## src/rtl/semafor_pkg.sv

```systemverilog
// Shared constants for the traffic-light timebase: timer state encodings,
// default timebase sizing and the phase durations used by the light FSM.
package semafor_pkg;

    localparam logic ST_IDLE = 1'b0;
    localparam logic ST_RUN  = 1'b1;

    typedef enum logic {
        S_IDLE = ST_IDLE,
        S_RUN  = ST_RUN
    } tmr_state_t;

    localparam int CK_DIV_DEF = 4;
    localparam int TIME_W_DEF = 6;

    // Phase durations in ticks
    localparam int T_RED    = 10;
    localparam int T_YELLOW = 3;
    localparam int T_GREEN  = 8;

endpackage

```

## src/rtl/ck_prescaler.sv

```systemverilog
// Prescaler: divides clk into a registered one-cycle tick every CK_DIV enabled cycles.
// clr phase-aligns the count (used on timer load); tick still reflects the current wrap.
module ck_prescaler
    import semafor_pkg::*;
#(
    parameter int CK_DIV = CK_DIV_DEF
) (
    input  logic clk,
    input  logic rst,
    input  logic en,
    input  logic clr,
    output logic wrap,
    output logic tick
);

    localparam int PW = (CK_DIV > 2) ? $clog2(CK_DIV) : 1;
    localparam logic [PW-1:0] LAST = PW'(CK_DIV - 1);

    logic [PW-1:0] pre_cnt;

    assign wrap = en && (pre_cnt == LAST);

    always_ff @(posedge clk) begin
        if (rst) begin
            pre_cnt <= '0;
            tick    <= 1'b0;
        end else begin
            tick <= wrap;
            if (clr || wrap)
                pre_cnt <= '0;
            else if (en)
                pre_cnt <= pre_cnt + PW'(1);
        end
    end

endmodule

```

## src/rtl/ck_tick_timer.sv

```systemverilog
// Tick timebase for the semafor controller: prescaler plus loadable down-counter
// with busy/done. Optional CK_TIMER_AUTORELOAD_EN adds auto_rld periodic reload.
module ck_tick_timer
    import semafor_pkg::*;
#(
    parameter int CK_DIV = CK_DIV_DEF,
    parameter int TIME_W = TIME_W_DEF
) (
    input  logic              clk,
    input  logic              rst,
    input  logic              en,
    input  logic              load,
    input  logic [TIME_W-1:0] load_val,
`ifdef CK_TIMER_AUTORELOAD_EN
    input  logic              auto_rld,
`endif
    output logic              tick,
    output logic              busy,
    output logic              done,
    output logic [TIME_W-1:0] remaining
);

    tmr_state_t state;
    logic       wrap;
    logic       clr;

`ifdef CK_TIMER_AUTORELOAD_EN
    logic [TIME_W-1:0] rld_val;
`endif

    // Restart the tick phase on any load that leaves the timer running or
    // cancels a running phase; a zero load in IDLE leaves the prescaler alone.
    assign clr = load && ((state == S_RUN) || (load_val != '0));

    ck_prescaler #(.CK_DIV(CK_DIV)) u_pre (
        .clk  (clk),
        .rst  (rst),
        .en   (en),
        .clr  (clr),
        .wrap (wrap),
        .tick (tick)
    );

    always_ff @(posedge clk) begin
        if (rst) begin
            state     <= S_IDLE;
            busy      <= 1'b0;
            done      <= 1'b0;
            remaining <= '0;
`ifdef CK_TIMER_AUTORELOAD_EN
            rld_val   <= '0;
`endif
        end else begin
            done <= 1'b0;
            if (load) begin
                if (load_val != '0) begin
                    state     <= S_RUN;
                    busy      <= 1'b1;
                    remaining <= load_val;
`ifdef CK_TIMER_AUTORELOAD_EN
                    rld_val   <= load_val;
`endif
                end else begin
                    state     <= S_IDLE;
                    busy      <= 1'b0;
                    remaining <= '0;
                    done      <= 1'b1;
                end
            end else if (state == S_RUN && wrap) begin
                if (remaining > TIME_W'(1)) begin
                    remaining <= remaining - TIME_W'(1);
                end else begin
                    done <= 1'b1;
`ifdef CK_TIMER_AUTORELOAD_EN
                    if (auto_rld) begin
                        remaining <= rld_val;
                    end else begin
                        state     <= S_IDLE;
                        busy      <= 1'b0;
                        remaining <= '0;
                    end
`else
                    state     <= S_IDLE;
                    busy      <= 1'b0;
                    remaining <= '0;
`endif
                end
            end
        end
    end

endmodule

```

## config.mk

```make
export PLATFORM = sky130hd
export DESIGN_NAME = ck_tick_timer
export DESIGN_NICKNAME = d
export VERILOG_FILES = /design/src/rtl/semafor_pkg.sv /design/src/rtl/ck_prescaler.sv /design/src/rtl/ck_tick_timer.sv
export SDC_FILE = /design/constraint.sdc
export NUM_CORES = 1
export LEC_CHECK = 0
export CORE_AREA = 2 2 39 41
export DETAILED_ROUTE_END_ITERATION = 10
export DIE_AREA = 0 0 41 43
export GPL_TIMING_DRIVEN = 0
export PLACE_DENSITY = 0.8
export SLEW_MARGIN = 10
export SYNTH_ARGS = -nofsm -noshare
export SYNTH_HDL_FRONTEND = slang
export SYNTH_SLANG_ARGS = --single-unit
```

## constraint.sdc

```tcl
create_clock -name clk -period 5 [get_ports clk]
set_clock_uncertainty 0.1 [all_clocks]
set_input_delay 1 -clock clk [delete_from_list [all_inputs] [get_ports clk]]
set_output_delay 1 -clock clk [all_outputs]
set_load 0.05 [all_outputs]
```

==> Word-level counts from Yosys, hierarchy flattened <==
Cells that the tools add are included.
{ "word_totals": {"register_bits": 11, "output_inout_bits": 9, "wordCells": 31} }
{ "op_classes": {"add_sub_neg": 2, "magnitude_cmp": 1, "n_eq_ne": 2, "mux": 12, "n_reduce_logical": 9} }
{ "ops": {"columns": ["op", "count"], "rows": [
  ["6-bit 2-to-1 mux", 4],
  ["1-bit 2-to-1 mux", 8],
  ["6-bit by 1-bit > comparator with 1-bit output (second input constant)", 1],
  ["6-bit nonzero test", 1],
  ["6-bit by 1-bit subtractor with 6-bit output (second input constant)", 1],
  ["1-bit logical AND", 3],
  ["2-bit by 1-bit adder with 2-bit output (second input constant)", 1],
  ["2-bit == test (second input constant)", 1],
  ["1-bit logical OR", 2],
  ["2-bit inequality test (second input constant)", 1],
  ["2-bit AND reduction", 1],
  ["2-bit nonzero test", 1],
  ["2-bit OR reduction", 1]
]} }

==> Depth between registers and ports, before layout <==
{ "depth": {"ltp_word": 5, "depth_mapped": 6} }

==> Modules after synthesis <==
From an unflattened synthesis, not the netlist that was laid out.
{ "hier_totals": {"hier_cells": 75, "area_unflattened_um2": 631.9} }
{ "by_module_without_submodules": {"columns": ["mod", "instances", "cells_per_inst", "area_each_um2", "seq_area_each_um2"], "rows": [
  ["ck_tick_timer", 1, 63, 498.0, 160.2],
  ["ck_prescaler", 1, 12, 133.9, 60.1]
]} }

==> Worst setup path before layout <==
OpenSTA, ideal clock, no wires.
{ "synth_timing": {"path_kind": "input to register", "startpoint": "input en", "endpoint": "register remaining[3]", "setup_time_ns": 0.086, "arrival_time_ns": 2.152, "required_time_ns": 4.814, "path_slack_ns": 2.662, "stages": 5, "path_cell_list": "buf_4 > nand3_4 > or4_1 > or3_1 > a221oi_2"} }
{ "synth_via": {"elab_chain_len": 3} }
{ "synth_lines": {"columns": ["element", "line", "rtl"], "rows": [
  ["from (decl)", "ck_tick_timer.sv:11", "input logic en,"],
  ["1-bit logical AND", "ck_prescaler.sv:21", "assign wrap = en && (pre_cnt == LAST);"],
  ["1-bit logical AND", "ck_tick_timer.sv:69", "end else if (state == S_RUN && wrap) begin"],
  ["2-bit nonzero test (no line)", null, null],
  ["to (signal assigned)", "ck_tick_timer.sv:59", "remaining <= load_val;"],
  ["to (signal assigned)", "ck_tick_timer.sv:71", "remaining <= remaining - TIME_W'(1);"],
  ["to (decl)", "ck_tick_timer.sv:20", "output logic [TIME_W-1:0] remaining"]
]} }
Every way passes these cells.
A chain may end at the register's enable or synchronous reset.

==> Worst setup path in the final report <==
{ "layout_timing": {"startpoint": "register remaining[0]", "endpoint": "output remaining[0]"} }
No word-level cell between the ends.

==> impl_metrics.env <==
export IMPL_first_iter_violations=12
export IMPL_fillers=142
export IMPL_power_leakage_uw=0.000308
export IMPL_rsz0062_at_grt="no"
export IMPL_cp_top_family="buffers and inverters"
export IMPL_std_cell_rows=14
export IMPL_clock_sinks=11
export IMPL_die_h_um=43
export IMPL_slowest_delay_ns=0.85
export IMPL_cts_hold_buf=0
export IMPL_path_clk_slew_ns=0.07
export IMPL_hold_class="reg -> reg"
export IMPL_syn_to_final_growth_pct=35.7
export IMPL_ys_ff_latch=11
export IMPL_avgSynthCellArea_um2=8.43
export IMPL_syn_inst=72
export IMPL_crit_end="remaining[0]"
export IMPL_die_area_um2=1760
export IMPL_cts_root_buffer="clkbuf_4"
export IMPL_layout_drive_gt1_share_pct=8.60
export IMPL_ys_warn_count=0
export IMPL_critical_path_max_fanout=8
export IMPL_dp_hpwl_um=1140
export IMPL_setup_tns_ns=0
export IMPL_setup_worst_path_start_class="flop"
export IMPL_max_freq_mhz=374
export IMPL_synth_area_top_cells="dfxtp_1 36%, ha_1 6.2%, a221oi_1 5.8%, inv_1 5.6%, or3_1 5.2%"
export IMPL_grt_max_degree=11
export IMPL_cp_depth=1
export IMPL_crit_start="remaining[0]"
export IMPL_drc=0
export IMPL_multi_input_area_um2=338
export IMPL_synthArstFlopShare_pct=0
export IMPL_post_route_cell_area_um2=823
export IMPL_vias=628
export IMPL_grt_first_pass_wirelength_um=2390
export IMPL_final_period_utilization_pct=53.4
export IMPL_worst_pin_slew_ns=0.494
export IMPL_ctsResizeCount=0
export IMPL_tritoncts="done"
export IMPL_syn_area_um2=607
export IMPL_critPathRequiredTime_ns=3.90
export IMPL_setup_violations=0
export IMPL_ir_drop_v=0.000184
export IMPL_p_per_area_nw_per_um2=255
export IMPL_drtAntennaViolNets=0
export IMPL_synth_top_area_cell="dfxtp_1"
export IMPL_slowest_stage="clkdlybuf4s50_1"
export IMPL_drv_cap=0
export IMPL_synth_cell_types=26
export IMPL_r2r_cells=6
export IMPL_post_cts_buffers=0
export IMPL_wl_per_cell_um=13.2
export IMPL_yosysSeqAreaShare_pct=36.3
export IMPL_antenna_found_initial=0
export IMPL_synth_common_cells="11 x dfxtp_1, 9 x inv_1, 7 x nor2_1"
export IMPL_n_antenna_cell=0
export IMPL_seq_area_um2=220
export IMPL_viasPerCell=5.76
export IMPL_place_congestion=0.794
export IMPL_reg2reg_setup_slack_ns=3.09
export IMPL_drv_slew=0
export IMPL_placed_area_um2=797
export IMPL_finalHoldViolations=0
export IMPL_syn_num_nets=85
export IMPL_critPathBufInv=1
export IMPL_max_slew_margin_pct=67.0
export IMPL_start_util_pct=43.9
export IMPL_synth_top_cell_area_share_pct=36.3
export IMPL_endpoint_kind="output port"
export IMPL_cts_buffers_inserted=3
export IMPL_reg2reg_to="remaining[0]"
export IMPL_grt_ovfl_total=0
export IMPL_detail_route_wirelength_um=1440
export IMPL_nets=107
export IMPL_yosys_most_used_dff="dfxtp_1"
export IMPL_die_x_um=41
export IMPL_first_global_vias=586
export IMPL_portBuffers=17
export IMPL_yosysMostFrequentCell="dfxtp_1"
export IMPL_r2r_start="remaining[0]"
export IMPL_period_minus_slack_ns=2.67
export IMPL_synth_edf_count=0
export IMPL_path_class="reg -> out"
export IMPL_first_pass_iters=4
export IMPL_core_area_um2=1380
export IMPL_clk_path_buf_depth=2
export IMPL_status="completed"
export IMPL_clk_latency_ns=0.27
export IMPL_htree_levels=1
export IMPL_arrival_ns=1.57
export IMPL_globalRouteTotalUtil_pct=20.4
export IMPL_path_cells="clkdlybuf4s50_1"
export IMPL_io_pins=19
==> per-layer routing <==
layer / up-vias / track usage, % / routed length [um]
li1: 308 / - / -
met1: 295 / 24.3 / 592
met2: 22 / 32.5 / 734
met3: 3 / 4.71 / 88
met4: 0 / 10.0 / 27
met5: - / 0 / 0
==> sequential cells by signal, summed over array words and instances (netlist names) <==
register       flops
remaining          6
u_pre.pre_cnt      2
done               1
state              1
u_pre.tick         1
==> worst min path at each step <==
stage	from	end	slack (ns)	cells after the start
global route	remaining[4]	remaining[4]	0.46	2
finish	remaining[4]	remaining[4]	0.41	2
floorplan	u_pre.pre_cnt[1]	u_pre.pre_cnt[1]	0.36	2
CTS	remaining[4]	remaining[4]	0.42	2
global placement	u_pre.pre_cnt[1]	u_pre.pre_cnt[1]	0.38	2
detailed placement	remaining[4]	remaining[4]	0.40	2
==> cell families (layout without fill, tap and decap cells) <==
group | Yosys count | count (layout) | share of synthesized area [%]
buffers and inverters | 12 | 33 | 8.04
DFF | 11 | 11 | 36.3
AOI/OAI and AO/OA | 18 | 18 | 21.4
muxes | 1 | 1 | 1.65
xor gates and xnor gates | 1 | 1 | 1.44
adders and majority gates | 3 | 3 | 6.19
and+or+nand+nor | 26 | 26 | 24.9
==> layout by cell type, fill, tap and decap left out <==
cell type         n
clkbuf_4          3
ha_1              3
a221oi_2          1
inv_1             9
a22oi_1           1
a221oi_1          4
dfxtp_1          11
o31a_1            1
mux2i_1           1
buf_4             1
nor2_1            7
a21oi_1           5
clkbuf_1          3
o21ai_0           2
nand3_1           1
clkdlybuf4s50_1  17
o31ai_1           2
or4_1             2
nand3_4           1
o211ai_1          1
a31oi_1           1
nand2_1           2
or3_1             5
nor4_1            2
xnor2_1           1
nand4_1           1
or3_2             2
nor3_1            3
==> through the flow <==
step | utilization [%] | total power [uW] | hold WS (ns) | std cells | worst slack (ns)
finish | 59.5 | 210 | 0.411 | 109 | 2.33
global route | 59.5 | 221 | 0.456 | 109 | 2.27
CTS | 59.5 | 212 | 0.415 | 109 | 2.32
detailed placement | 57.6 | 151 | 0.404 | 105 | 2.39
global placement | 57.6 | 150 | 0.382 | 105 | 2.40
floorplan | - | 131 | 0.365 | 72 | 2.66
==> report_power, final <==
part	total, uW	internal [uW]	switching, uW
sequential	98.1	92.1	5.99
combinational	50.9	20.8	30.1
clock	61.1	31.0	30.1
==> cell type report <==
cell class	count	area share, %
timing repair buffer	17	20.7
tap	16	2.43
clock buffer	4	3.19
multi-input combinational	49	41.0
sequential	11	26.7
buffer	3	1.82
inverter	9	4.10
Note: power is estimated with default switching activity, not from simulation.
